## src/rtl/asyn_counter.sv

```systemverilog
// asyn_counter: modulo-MODULUS ripple (asynchronous) up-counter built from
// toggle stages.
//
// Stage 0 toggles on the rising edge of clk while en is high. Each later
// stage toggles on the falling edge of the stage below it. When the stages
// reach a value >= MODULUS, a decode clears all stages asynchronously, so
// the counter wraps to 0.
//
// Build option: ASYN_COUNTER_SYNC_OUT_EN
//   defined   - count/tc come from a clk-rising-edge register that samples
//               the settled ripple value. The outputs are glitch-free and
//               lag the ripple value by one cycle.
//   undefined - count/tc are driven straight from the ripple stages, so the
//               brief wrap transient can be visible on count.
//
// Parameters:
//   MODULUS  count sequence length, 2..2**WIDTH
//   WIDTH    count width, 2**WIDTH >= MODULUS
// Ports:
//   clk      clock; its rising edge drives stage 0
//   reset    asynchronous active-low reset; clears all state immediately
//   en       count enable, sampled at the rising edge of clk
//   count    current count value, 0..MODULUS-1
//   tc       terminal count: high while count == MODULUS-1 and en == 1

module asyn_counter #(
  parameter int unsigned MODULUS = 12,
  parameter int unsigned WIDTH   = 4
) (
  input  logic             clk,
  input  logic             reset,
  input  logic             en,
  output logic [WIDTH-1:0] count,
  output logic             tc
);

  logic [WIDTH-1:0] ripple;
  logic             wrap;
  logic             clr_n;
  logic             at_last;

  // A ripple increment only clears low-order bits until the final set bit
  // lands. Every intermediate value is therefore below the old value, and
  // the >= decode fires only on a genuine overflow or on a stray illegal state.
  assign wrap    = (32'(ripple) >= MODULUS);
  assign clr_n   = reset & ~wrap;
  assign at_last = (32'(ripple) == (MODULUS - 1));

  for (genvar i = 0; i < WIDTH; i++) begin : g_stage
    logic q;

    if (i == 0) begin : g_first
      always_ff @(posedge clk or negedge clr_n) begin
        if (!clr_n) begin
          q <= 1'b0;
        end else if (en) begin
          q <= ~q;
        end
      end
    end else begin : g_next
      logic ck;

      // The stage clock is gated by clr_n. A lower stage that drops to 0
      // because of the clear therefore produces no carry edge once the
      // clear is released. Only real carries advance this stage.
      assign ck = ripple[i-1] & clr_n;

      always_ff @(negedge ck or negedge clr_n) begin
        if (!clr_n) begin
          q <= 1'b0;
        end else begin
          q <= ~q;
        end
      end
    end

    assign ripple[i] = q;
  end

`ifdef ASYN_COUNTER_SYNC_OUT_EN
  logic [WIDTH-1:0] count_q;
  logic             tc_q;

  // Stage 0 changes with the same edge, so this register captures the
  // value the ripple chain settled to during the previous cycle.
  always_ff @(posedge clk or negedge reset) begin
    if (!reset) begin
      count_q <= '0;
      tc_q    <= 1'b0;
    end else begin
      count_q <= ripple;
      tc_q    <= at_last & en;
    end
  end

  assign count = count_q;
  assign tc    = tc_q;
`else
  assign count = ripple;
  assign tc    = at_last & en;
`endif

endmodule

```

## config.mk

```make
export PLATFORM = sky130hd
export DESIGN_NAME = asyn_counter
export DESIGN_NICKNAME = d
export VERILOG_FILES = /design/src/rtl/asyn_counter.sv
export SDC_FILE = /design/constraint.sdc
export NUM_CORES = 1
export LEC_CHECK = 0
export ABC_AREA = 1
export BUFFER_PORTS_ARGS = -buffer_cell sky130_fd_sc_hd__buf_2
export CAP_MARGIN = 20
export CORE_AREA = 2 2 39 41
export CTS_BUF_LIST = sky130_fd_sc_hd__clkbuf_8
export DETAILED_ROUTE_END_ITERATION = 12
export DIE_AREA = 0 0 41 43
export HOLD_SLACK_MARGIN = 0.05
export MAX_ROUTING_LAYER = met4
export PLACE_DENSITY = 0.3
export SLEW_MARGIN = 20
export SYNTH_ARGS = -nofsm -noshare
export SYNTH_HDL_FRONTEND = slang
export SYNTH_SLANG_ARGS = --single-unit
```

## constraint.sdc

```tcl
create_clock -name clk -period 1.2 [get_ports clk]
set_clock_uncertainty 0.1 [all_clocks]
set_input_delay 0.12 -clock clk [delete_from_list [all_inputs] [get_ports clk]]
set_output_delay 0.12 -clock clk [all_outputs]
set_load 0.02 [all_outputs]
```

==> flow_metrics.tcl <==
set metrics [dict create \
    r2r_end "g_stage[0].q$_DFFE_PN0P_" \
    grt_max_degree 5 \
    num_vias 131 \
    syn_nets 26 \
    hold_path_class "in2reg" \
    yosys.area_share.simple_pct 17.8 \
    numPortBuffers 7 \
    run_status "completed" \
    synth.distinct_cells 10 \
    reg2regPathDepth 1 \
    grt_pass1_vias 136 \
    worstMarginPinSlew_ns 0.165 \
    path_clk_slew_ns 0 \
    grt.total_usage_pct 3.93 \
    area_growth_pct 17.8 \
    leakage_nw 0.150 \
    cp-start-kind "flop" \
    ant_nets 0 \
    grt_pass1_wl_um 517 \
    drive_gt1_share_pct 33.3 \
    synth_top_family_by_area "buffers and inverters" \
    place.gp.congestion 0.593 \
    synthesis.area_um2 196 \
    drt_iter0_drc 0 \
    min_to "g_stage[0].q$_DFFE_PN0P_" \
    largest_register_ffs 4 \
    reg_top3 "g_stage.q: 4 flops" \
    wl_met1_um 115 \
    rows 14 \
    rsz0062_at_grt "false" \
    synth_area_leader_cell "dfrtn_1" \
    met3_length_um 22 \
    setup_tns_ns 0 \
    synthXorXnorAreaFrac_pct 4.46 \
    required_ns 0.98 \
    cp_slowest_cell "dfrtp_1" \
    synth.area.mux_share_pct 0 \
    untimed_endpoints 6 \
    critPathCaptureType "primary output" \
    wl_per_cell_um 6.16 \
    yosysWarningCount 4 \
    slew_violations 0 \
    critPathMaxStageDelay_ns 0.37 \
    synthAdderAreaFrac_pct 0 \
    ys.flop_type "dfrtn_1" \
    via_per_inst 3.05 \
    peakVddDrop_v 0.000341 \
    largest_register "g_stage.q" \
    rr_startpoint "g_stage[0].q$_DFFE_PN0P_" \
    worstSetupPathType "reg2out" \
    finalSetupViolations 0 \
    yosys-top-cells-count "inv_1 (5), buf_4 (4), dfrtn_1 (3), nor2_1 (3)" \
    ys_seq_area_share_pct 51.0 \
    antenna_found_initial 0 \
    synth_area_leaders "dfrtn_1 (38%), buf_4 (15%), dfrtp_1 (13%)" \
    drc 0 \
    r2r_setup_slack_ns 0.42 \
    cts_resized 0 \
    synth-async-reset-ratio_pct 100 \
    min_period_ns 0.916 \
    hold_violations 0 \
    n_antenna_cell 0 \
    grt_overflow_total 0 \
    clock.fmax_mhz 1090 \
    io_pins 8 \
    arrival_ns 0.70 \
    ys_seq_elements 4 \
    worstHoldStart "en" \
    die-area_um2 1760 \
    whs_ns 0.220 \
    chipWidth_um 41 \
    unclocked_regs 3 \
    synth_top_area_share_pct 38.2 \
    dr.pass1.iters 1 \
    wirelength_um 265 \
    final_nets 32 \
    path_cells "nand2_1 > nor2_1 > buf_2" \
    post-route-period-util_pct 76.3 \
    synth_cells 23 \
    core_area_um2 1380 \
    die_h_um 43 \
    hold_path_depth 2 \
    hpwl_um 245 \
    syn_avg_cell_area_um2 8.54 \
    cap_violations 0 \
    top_layer "met3" \
    cp_max_fo 4 \
    start_util_pct 14.2 \
    slew_headroom_pct 89.0 \
    clk_latency_ns 0 \
    synth_most_common_cell "inv_1" \
    route.met2.wl_um 127 \
    pwr_density_cell_nw_per_um2 613 \
    synth_compound_area_share_pct 0 \
    synth_edf_count 0 \
]
[per-stage QoR]
stage	cell area, µm²	util (%)	setup WS [ns]	power [W]	instances
6_report	231	16.7	0.284	0.000142	43
5_1_grt	231	16.7	0.207	0.000152	43
2_1_floorplan	196	-	0.256	0.000139	23
4_1_cts	231	16.7	0.274	0.000143	43
3_5_place_dp	221	16.0	0.281	0.000140	42
3_3_place_gp	221	16.0	0.297	0.000139	42
[routing by layer]
metal	global-route usage, %	up-vias
met5	-	-
met3	0	0
met1	5.56	56
li1	-	70
met2	6.56	5
met4	0	0
[layout by cell type (no fill, tap or decap)]
cell type,count
inv_1,5
nand2_1,2
inv_2,1
nand3_1,2
xor2_1,1
dlygate4sd3_1,1
buf_2,7
nand2_2,1
dfrtn_1,3
dfrtp_1,1
nor2_1,3
[critical path, delay by kind of cell, from the launching register on]
| kind | cells | cell delay [ns] |
|---|---|---|
| buffers and inverters | 1 | 0.16 |
| AND/OR/NAND/NOR | 2 | 0.16 |
| flip-flops | 1 | 0.37 |
[worst max path at each step]
| stage | depth (start not counted) | from | slack, ns | endpoint |
|---|---|---|---|---|
| 4_1_cts | 3 | g_stage[0].q$_DFFE_PN0P_ | 0.27 | tc |
| 5_1_grt | 3 | g_stage[0].q$_DFFE_PN0P_ | 0.21 | tc |
| 2_1_floorplan | 2 | g_stage[0].q$_DFFE_PN0P_ | 0.26 | tc |
| 6_report | 3 | g_stage[0].q$_DFFE_PN0P_ | 0.28 | tc |
| 3_5_place_dp | 3 | g_stage[0].q$_DFFE_PN0P_ | 0.28 | tc |
| 3_3_place_gp | 3 | g_stage[0].q$_DFFE_PN0P_ | 0.30 | tc |
[layout make-up]
cell class,count,area [µm²]
tap,16,20.0
fill,161,1150
inverter,6,22.5
timing repair buffer,8,45.0
sequential,4,100
multi-input combinational,9,43.8
[what timing repair did]
| action | CTS | global route |
|---|---|---|
| hold buffers | 1 | 0 |
| endpoints found under the hold margin | 1 | 0 |
| setup buffers | 0 | 0 |
| setup endpoints to repair | 0 | 0 |
[kinds of logic (layout without fill, tap and decap cells)]
family,count (synthesis),count (layout)
buffers and inverters,10,14
XOR/XNOR,1,1
AND/OR/NAND/NOR,8,8
flip-flops,4,4
[power by group]
part / leakage (nW) / switching, W / internal (W)
Combinational: 0.102 / 0.0000410 / 0.0000275
Clock: 0 / 0 / 0
Sequential: 0.0478 / 0.0000190 / 0.0000544
Total: 0.150 / 0.0000600 / 0.0000819
No activity file was read; power rests on OpenSTA's default activity.
